## src/rtl/apb_master_arbiter_ctrl.sv

```systemverilog
// Round-robin arbiter that shares one APB4 master port between NUM_REQ requesters.
// It runs the IDLE/SETUP/ACCESS sequence, decodes PSEL from PADDR and bounds PREADY wait states.
module apb_master_arbiter_ctrl #(
    parameter int NUM_REQ      = 4,
    parameter int ADDR_WIDTH   = 32,
    parameter int DATA_WIDTH   = 32,
    parameter int NO_OF_SLAVES = 4,
    parameter int SLV_SEL_LSB  = 28,
    parameter int TIMEOUT      = 16
) (
    input  logic                               pclk,
    input  logic                               preset_n,
    input  logic [NUM_REQ-1:0]                 req_valid,
    output logic [NUM_REQ-1:0]                 req_ready,
    input  logic [NUM_REQ-1:0]                 req_write,
    input  logic [NUM_REQ*ADDR_WIDTH-1:0]      req_addr,
    input  logic [NUM_REQ*DATA_WIDTH-1:0]      req_wdata,
    input  logic [NUM_REQ*DATA_WIDTH/8-1:0]    req_strb,
    output logic [NUM_REQ-1:0]                 rsp_valid,
    output logic [DATA_WIDTH-1:0]              rsp_rdata,
    output logic                               rsp_slverr,
    output logic [$clog2(NUM_REQ)-1:0]         grant_id,
    output logic                               busy,
    output logic [NO_OF_SLAVES-1:0]            psel,
    output logic                               penable,
    output logic                               pwrite,
    output logic [ADDR_WIDTH-1:0]              paddr,
    output logic [DATA_WIDTH-1:0]              pwdata,
    output logic [DATA_WIDTH/8-1:0]            pstrb,
    output logic [2:0]                         pprot,
    input  logic                               pready,
    input  logic [DATA_WIDTH-1:0]              prdata,
    input  logic                               pslverr
);
    localparam int GW = $clog2(NUM_REQ);
    localparam int SW = (NO_OF_SLAVES > 1) ? $clog2(NO_OF_SLAVES) : 1;
    localparam int SB = DATA_WIDTH / 8;
    localparam int CW = (TIMEOUT > 1) ? $clog2(TIMEOUT + 1) : 1;
    localparam logic [CW-1:0] TO_V = CW'(TIMEOUT);

    typedef enum logic [1:0] {IDLE, SETUP, ACCESS} state_t;

    state_t        state, state_nxt;
    logic [GW-1:0] last_grant, win;
    logic          any;
    logic [CW-1:0] cnt;
    logic          timed_out;

    // Round-robin search starting just after the previous owner.
    always_comb begin
        int idx;
        logic [GW-1:0] ix;
        idx = 0;
        ix  = '0;
        any = 1'b0;
        win = '0;
        for (int k = 1; k <= NUM_REQ; k++) begin
            idx = int'(last_grant) + k;
            if (idx >= NUM_REQ) idx = idx - NUM_REQ;
            ix = GW'(idx);
            if (!any && req_valid[ix]) begin
                any = 1'b1;
                win = ix;
            end
        end
    end

    assign timed_out = (TIMEOUT != 0) && (state == ACCESS) && !pready && ((cnt + 1'b1) == TO_V);

    always_comb begin
        state_nxt = state;
        req_ready = '0;
        case (state)
            IDLE: begin
                if (any) begin
                    state_nxt = SETUP;
                    // Gated by reset so every output reads 0 while reset is held.
                    if (preset_n) req_ready = NUM_REQ'(1) << win;
                end
            end
            SETUP:   state_nxt = ACCESS;
            ACCESS:  if (pready || timed_out) state_nxt = IDLE;
            default: state_nxt = IDLE;
        endcase
    end

    always_ff @(posedge pclk or negedge preset_n) begin
        if (!preset_n) begin
            state      <= IDLE;
            last_grant <= GW'(NUM_REQ - 1);
            grant_id   <= '0;
            pwrite     <= 1'b0;
            paddr      <= '0;
            pwdata     <= '0;
            pstrb      <= '0;
            cnt        <= '0;
            rsp_valid  <= '0;
            rsp_rdata  <= '0;
            rsp_slverr <= 1'b0;
        end else begin
            state     <= state_nxt;
            rsp_valid <= '0;
            case (state)
                IDLE: begin
                    if (any) begin
                        last_grant <= win;
                        grant_id   <= win;
                        pwrite     <= req_write[win];
                        paddr      <= req_addr[win*ADDR_WIDTH +: ADDR_WIDTH];
                        pwdata     <= req_write[win] ? req_wdata[win*DATA_WIDTH +: DATA_WIDTH] : '0;
                        pstrb      <= req_write[win] ? req_strb[win*SB +: SB] : '0;
                        cnt        <= '0;
                    end
                end
                ACCESS: begin
                    if (pready) begin
                        rsp_valid  <= NUM_REQ'(1) << grant_id;
                        rsp_rdata  <= pwrite ? '0 : prdata;
                        rsp_slverr <= pslverr;
                    end else begin
                        cnt <= cnt + 1'b1;
                        if (timed_out) begin
                            rsp_valid  <= NUM_REQ'(1) << grant_id;
                            rsp_rdata  <= '0;
                            rsp_slverr <= 1'b1;
                        end
                    end
                end
                default: ;
            endcase
        end
    end

    assign busy    = (state != IDLE);
    assign penable = (state == ACCESS);
    assign psel    = busy ? (NO_OF_SLAVES'(1) << paddr[SLV_SEL_LSB +: SW]) : '0;
    assign pprot   = 3'b000;

endmodule

```

## config.mk

```make
export PLATFORM = sky130hd
export DESIGN_NAME = apb_master_arbiter_ctrl
export DESIGN_NICKNAME = d
export VERILOG_FILES = /design/src/rtl/apb_master_arbiter_ctrl.sv
export SDC_FILE = /design/constraint.sdc
export NUM_CORES = 1
export LEC_CHECK = 0
export CORE_AREA = 2 2 169 171
export CTS_CLUSTER_DIAMETER = 200
export DETAILED_ROUTE_END_ITERATION = 10
export DIE_AREA = 0 0 171 173
export GPL_TIMING_DRIVEN = 1
export SYNTH_ARGS = -nofsm -noshare
export SYNTH_HDL_FRONTEND = slang
export SYNTH_SLANG_ARGS = --single-unit
```

## constraint.sdc

```tcl
create_clock -name pclk -period 4.27 [get_ports pclk]
set_input_delay 0.854 -clock pclk [delete_from_list [all_inputs] [get_ports pclk]]
set_output_delay 0.854 -clock pclk [all_outputs]
set_load 0.02 [all_outputs]
```

==> flow_summary.toml, run 1 <==
[setup_path]
critical_path_class = "in2out"
cp-end-kind = "output pin"
cp-start-kind = "primary input"
critical_path_arrival_ns = 2.85
critPathMaxFanout = 5
cp.required_ns = 3.42

[timing]
slew_headroom = 0.122
slew_violations = 0
holdWs_ns = 0.476
tns_ns = 0
tightest_slew_ns = 1.32
post-route-period-util = 0.866
finalHoldViolCount = 0
fin_crit_ns = 3.70
setup_viol = 0
fin_worst_skew_ns = 0.00979
clock.fmax_mhz = 270
grt_setup_unrepaired = "false"

[power_and_ir_drop]
p_sw_frac = 0.417
pwr-share-seq = 0.259
p_comb_frac = 0.546
fin_total_pwr_mw = 7.33
p_int_mw = 4.28
clkPwrFrac = 0.196
ir_drop_mv = 0.337
pwr_density_cell_mw_per_mm2 = 634
switching_power_mw = 3.05
p_leak_nw = 4.73

[place]
gp_congestion = 0.810
dp_hpwl_um = 20200
port_buffers = 433

[synth]
async_reset_ff_frac = 1.00
synth_top_area_cell = "dfrtp_1"
synth_cell_type_count = 35
synth-main-ff-cell = "dfrtp_1"
syn_avg_cell_area_um2 = 9.66
synthTopCellsByArea = "dfrtp_1 46%, mux4_2 13%, a22o_1 9.5%, nor2_1 6.9%, nand2_1 6.6%"
syn-cell-area_mm2 = 0.00628
ys_ff_latch = 117
synth_edf_count = 0
synth_top_area_frac = 0.458
ys_seq_area_frac = 0.467
syn_inst = 650
synth_warnings = 0

[final_layout]
fin_util = 0.419
antenna_cells = 0
fillers = 2753
drive_gt1_frac = 0.0864
area_growth_pct = 84.2
finalNetCount = 1382

[grt]
grt_pass1_vias = 6533
grt_max_degree = 71
grt_pass1_wl_um = 38500
grt.total_usage = 0.172
globalRouteOverflowTotal = 0
antenna_found_initial = 1

[clocking]
htreeDepth = 4
cts_hold_buf = 0
numCtsBuffers = 17
cts_tree = "yes"
cts_root_buf = "clkbuf_16"
cts_resized = 0
cts_setup_buffers = 0
clkTransAtPathRegs_ns = 0.06
clk_latency_ns = 0.42
cts_buffer_depth = 2
clock_sinks = 117

[drt]
dr.pass1.iters = 4
drc = 0
routed_wl_um = 26600
drtIter0Drc = 289
avgRoutedWirePerCell_um = 18.3
final_antenna_net_count = 0
num_vias = 6584
viasPerCell = 4.53

[floorplan]
die_height_um = 173
fp.dieArea_mm2 = 0.0296
coreArea_mm2 = 0.0276
die_x_um = 171
ioPinCount = 437
start_util = 0.227
rows = 61

[worst_hold_path]
holdCritPathClass = "reg2reg"

[job]
drv_cap = 0

[status]
outcome = "complete, no violations"
==> Yosys cell counts (3+ instances only) <==
master and instances:
a21oi_1 4, a22o_1 68, buf_1 8, buf_2 11
buf_4 6, clkbuf_1 26, dfrtp_1 115, inv_1 3
mux2i_1 3, mux4_2 36, nand2_1 110, nand2b_1 3
nand3_1 39, nor2_1 116, nor2b_1 4, nor3_1 4
o21ai_0 65, o21ai_1 4, xor2_1 3
==> power groups by stage <==
stage	Clock, mW	Combinational (mW)	Sequential [mW]
after global routing	1.54	4.32	1.96
after detailed placement	0	4.05	1.91
after floorplan	0	1.75	2.40
after global placement	0	4.01	1.90
after CTS	1.49	4.07	1.90
final	1.43	4.00	1.90
==> area by class of cell <==
type	instances	area, µm²	share of cell area
repair buffers	446	4430	0.383
multi-input cells	478	3140	0.271
flip-flops and latches	117	2930	0.253
well taps	378	473	0.0409
clock buffers	17	425	0.0368
clock inverters	15	158	0.0136
inverters	4	15.0	0.00130
==> final timing paths <==
check                                           from                   endpoint  slack (ns)  depth (start not counted)
max reg2reg                last_grant[0]$_DFFE_PN1P_     pwdata[29]$_DFFE_PN0P_        1.04                          6
min reg2reg                    paddr[30]$_DFFE_PN0P_      paddr[30]$_DFFE_PN0P_        0.48                          2
max                                     req_valid[3]               req_ready[1]        0.57                          6
min                            paddr[30]$_DFFE_PN0P_      paddr[30]$_DFFE_PN0P_        0.48                          2
max in group asynchronous                   preset_n     pwdata[10]$_DFFE_PN0P_        2.86                          2
min in group asynchronous                   preset_n  rsp_rdata[19]$_DFFE_PN0P_        0.59                          2
==> cell families (layout without fill, tap and decap cells) <==
| family | count (synthesis) | after routing | synth area share |
|---|---|---|---|
| AOI/OAI and AO/OA | 149 | 149 | 0.165 |
| xor gates and xnor gates | 4 | 4 | 0.00558 |
| adders and majority gates | 2 | 2 | 0.00398 |
| buffers and inverters | 57 | 482 | 0.0422 |
| DFF | 117 | 117 | 0.467 |
| muxes | 39 | 39 | 0.134 |
| other | 1 | 3 | 0.000597 |
| and+or+nand+nor | 281 | 281 | 0.182 |
==> per-stage QoR <==
stage / worst slack (ns) / cell area, µm² / std cells
2_1_floorplan: 1.12 / 6290 / 652
3_3_place_gp: 0.257 / 11000 / 1423
3_5_place_dp: 0.267 / 11000 / 1423
4_1_cts: 0.582 / 11600 / 1455
5_1_grt: 0.493 / 11600 / 1455
6_report: 0.571 / 11600 / 1455
==> layout by cell type (no fill, tap or decap), types with 4 or more instances in the layout <==
| cell | count |
|---|---|
| a21oi_1 | 4 |
| mux4_2 | 36 |
| clkdlybuf4s50_1 | 432 |
| nand2_1 | 110 |
| dfrtp_1 | 115 |
| inv_6 | 4 |
| nand3_1 | 39 |
| inv_8 | 6 |
| nor2b_1 | 4 |
| buf_4 | 14 |
| o21ai_0 | 65 |
| o21ai_1 | 4 |
| nor2_1 | 115 |
| nor3_1 | 4 |
| clkbuf_16 | 17 |
| a22o_1 | 68 |
==> sequential cells by signal, indices dropped and copies added, names as in the netlist <==
| name | flops |
|---|---|
| cnt | 5 |
| grant_id | 2 |
| last_grant | 2 |
| paddr | 32 |
| pstrb | 4 |
| pwdata | 32 |
| pwrite | 1 |
| rsp_rdata | 32 |
| rsp_slverr | 1 |
| rsp_valid | 4 |
| state | 2 |
==> worst max-delay path, stage by stage <==
cell,delay (ns)
clkdlybuf4s50_1,0.48
and3b_1,0.25
o31ai_4,0.35
nand3_1,0.16
nor2b_1,0.14
clkdlybuf4s50_1,0.61
==> metal layers <==
layer  track usage  up-vias  wire (µm)
met1         0.197     3075      10300
li1              -     3136          -
met5             0        -          9
met3        0.0682       38       2810
met4        0.0466        2        567
met2         0.297      333      12900
Power figures use the tool's default switching activity.
==> inputs of run 2 (changes only) <==
--- a/config.mk
+++ b/config.mk
@@ -6,7 +6,6 @@
 export NUM_CORES = 1
 export LEC_CHECK = 0
 export CORE_AREA = 2 2 169 171
-export CTS_CLUSTER_DIAMETER = 200
 export DETAILED_ROUTE_END_ITERATION = 10
 export DIE_AREA = 0 0 171 173
 export GPL_TIMING_DRIVEN = 1
==> results of run 2 <==
No change in the layout: final DEF, timing and power equal those of run 1.
==> inputs of run 3 (changes only) <==
--- a/config.mk
+++ b/config.mk
@@ -5,9 +5,9 @@
 export SDC_FILE = /design/constraint.sdc
 export NUM_CORES = 1
 export LEC_CHECK = 0
-export CORE_AREA = 2 2 169 171
+export CORE_AREA = 2 2 171 173
 export DETAILED_ROUTE_END_ITERATION = 10
-export DIE_AREA = 0 0 171 173
+export DIE_AREA = 0 0 173 175
 export GPL_TIMING_DRIVEN = 1
 export SYNTH_ARGS = -nofsm -noshare
 export SYNTH_HDL_FRONTEND = slang
==> constraint.sdc (replaced) <==
create_clock -name pclk -period 3.76 [get_ports pclk]
set_input_delay 0.752 -clock pclk [delete_from_list [all_inputs] [get_ports pclk]]
set_output_delay 0.752 -clock pclk [all_outputs]
set_load 0.02 [all_outputs]
==> flow_summary.toml, run 3 (same netlist as run 1, synthesis figures left out) <==
[power_and_ir_drop]
ir_drop_mv = 0.352
pwr_density_cell_mw_per_mm2 = 725
p_sw_frac = 0.407
p_comb_frac = 0.540
pwr-share-seq = 0.255
p_leak_nw = 4.75
switching_power_mw = 3.43
clkPwrFrac = 0.204
p_int_mw = 4.99

[timing]
post-route-period-util = 0.931
slew_violations = 0
slew_headroom = 0.203
layout_setup_ws_ns = 0.260
tightest_slew_ns = 1.20
fin_worst_skew_ns = 0.0139
fin_crit_ns = 3.50
grt_setup_unrepaired = "false"
tns_ns = 0
setup_viol = 0
clock.fmax_mhz = 286
finalHoldViolCount = 0

[place]
dp_slack_ns = 0.287
dp_hpwl_um = 19600
gp_congestion = 0.824
port_buffers = 433

[clocking]
cts_buffer_depth = 2
cts_root_buf = "clkbuf_16"
numCtsBuffers = 17
clock_sinks = 117
cts_tree = "yes"
htreeDepth = 4
cts_resized = 0
cts_setup_buffers = 0
cts_hold_buf = 0
clkTransAtPathRegs_ns = 0.07
clk_latency_ns = 0.41

[grt]
grt_max_degree = 107
grt_pass1_vias = 6668
antenna_found_initial = 0
grt_pass1_wl_um = 39200
grt.total_usage = 0.169
globalRouteOverflowTotal = 0

[setup_path]
cp-end-kind = "output pin"
critical_path_class = "in2out"
critical_path_arrival_ns = 2.75
cp.required_ns = 3.01
cp-start-kind = "primary input"
critPathMaxFanout = 4

[drt]
drtIter0Drc = 258
dr.pass1.iters = 4
drc = 0
viasPerCell = 4.47
num_vias = 6528
routed_wl_um = 26000
avgRoutedWirePerCell_um = 17.8
final_antenna_net_count = 0

[final_layout]
finalNetCount = 1381
multi_input_area_mm2 = 0.00314
layout_commonest_cell = "clkdlybuf4s50_1"
largestRegisters = "paddr: 32 flops, pwdata: 32 flops, rsp_rdata: 32 flops"
antenna_cells = 0
final-seq-area_mm2 = 0.00293
fillers = 2824
drive_gt1_frac = 0.0855
area_growth_pct = 85.0
final_cell_mix = "432 x clkdlybuf4s50_1, 115 x nor2_1, 115 x dfrtp_1, 110 x nand2_1, 68 x a22o_1"

[floorplan]
ioPinCount = 437
coreArea_mm2 = 0.0284
die_height_um = 175
die_x_um = 173
start_util = 0.221
fp.dieArea_mm2 = 0.0303
rows = 62

[status]
outcome = "complete, no violations"

[job]
drv_cap = 0

[worst_hold_path]
holdCritPathClass = "in2async"
run 3: cell type report:
type	instances	share of cell area
clock buffers	17	0.0366
flip-flops and latches	117	0.252
clock inverters	15	0.0158
repair buffers	445	0.383
well taps	384	0.0414
inverters	4	0.00129
multi-input cells	478	0.270
run 3: worst paths after layout:
path | from | to | slack (ns) | cells after the start
min in group pclk | paddr[14]$_DFFE_PN0P_ | paddr[14]$_DFFE_PN0P_ | 0.48 | 2
worst max register to register | last_grant[0]$_DFFE_PN1P_ | pwdata[2]$_DFFE_PN0P_ | 1.01 | 7
worst max-delay path | req_valid[0] | req_ready[3] | 0.26 | 6
worst min register to register | paddr[14]$_DFFE_PN0P_ | paddr[14]$_DFFE_PN0P_ | 0.48 | 2
worst min-delay path | preset_n | rsp_rdata[7]$_DFFE_PN0P_ | 0.24 | 1
max in group asynchronous | preset_n | pwdata[3]$_DFFE_PN0P_ | 2.40 | 2
run 3: worst max-delay path, stage by stage:
cell             delay (ns)
clkdlybuf4s50_1        0.47
a21oi_1                0.32
o31a_2                 0.24
nand3_1                0.17
nor2b_1                0.16
clkdlybuf4s50_1        0.62
run 3: routing by layer:
layer	part of all wire	track usage	up-vias	wire length, µm
li1	-	-	3124	-
met1	0.40	0.196	3066	10300
met2	0.50	0.295	307	13000
met3	0.081	0.0566	31	2120
met4	0.023	0.0530	0	602
met5	0	0	-	0
run 3: through the flow:
step	area [µm²]	power, mW	hold slack [ns]	instances	utilization
final	11600	8.43	0.244	1460	0.409
after global routing	11600	8.98	0.254	1460	0.409
after global placement	11000	6.72	0.460	1428	0.388
after detailed placement	11000	6.78	0.470	1428	0.388
after CTS	11600	8.57	0.238	1460	0.409
after floorplan	6290	4.71	0.456	652	-
run 3: power by group through the flow:
stage / Clock [mW] / Combinational [mW] / Sequential [mW]
floorplan: 0 / 1.98 / 2.73
global placement: 0 / 4.57 / 2.15
detailed placement: 0 / 4.62 / 2.17
CTS: 1.79 / 4.62 / 2.16
global route: 1.84 / 4.92 / 2.22
finish: 1.72 / 4.55 / 2.15
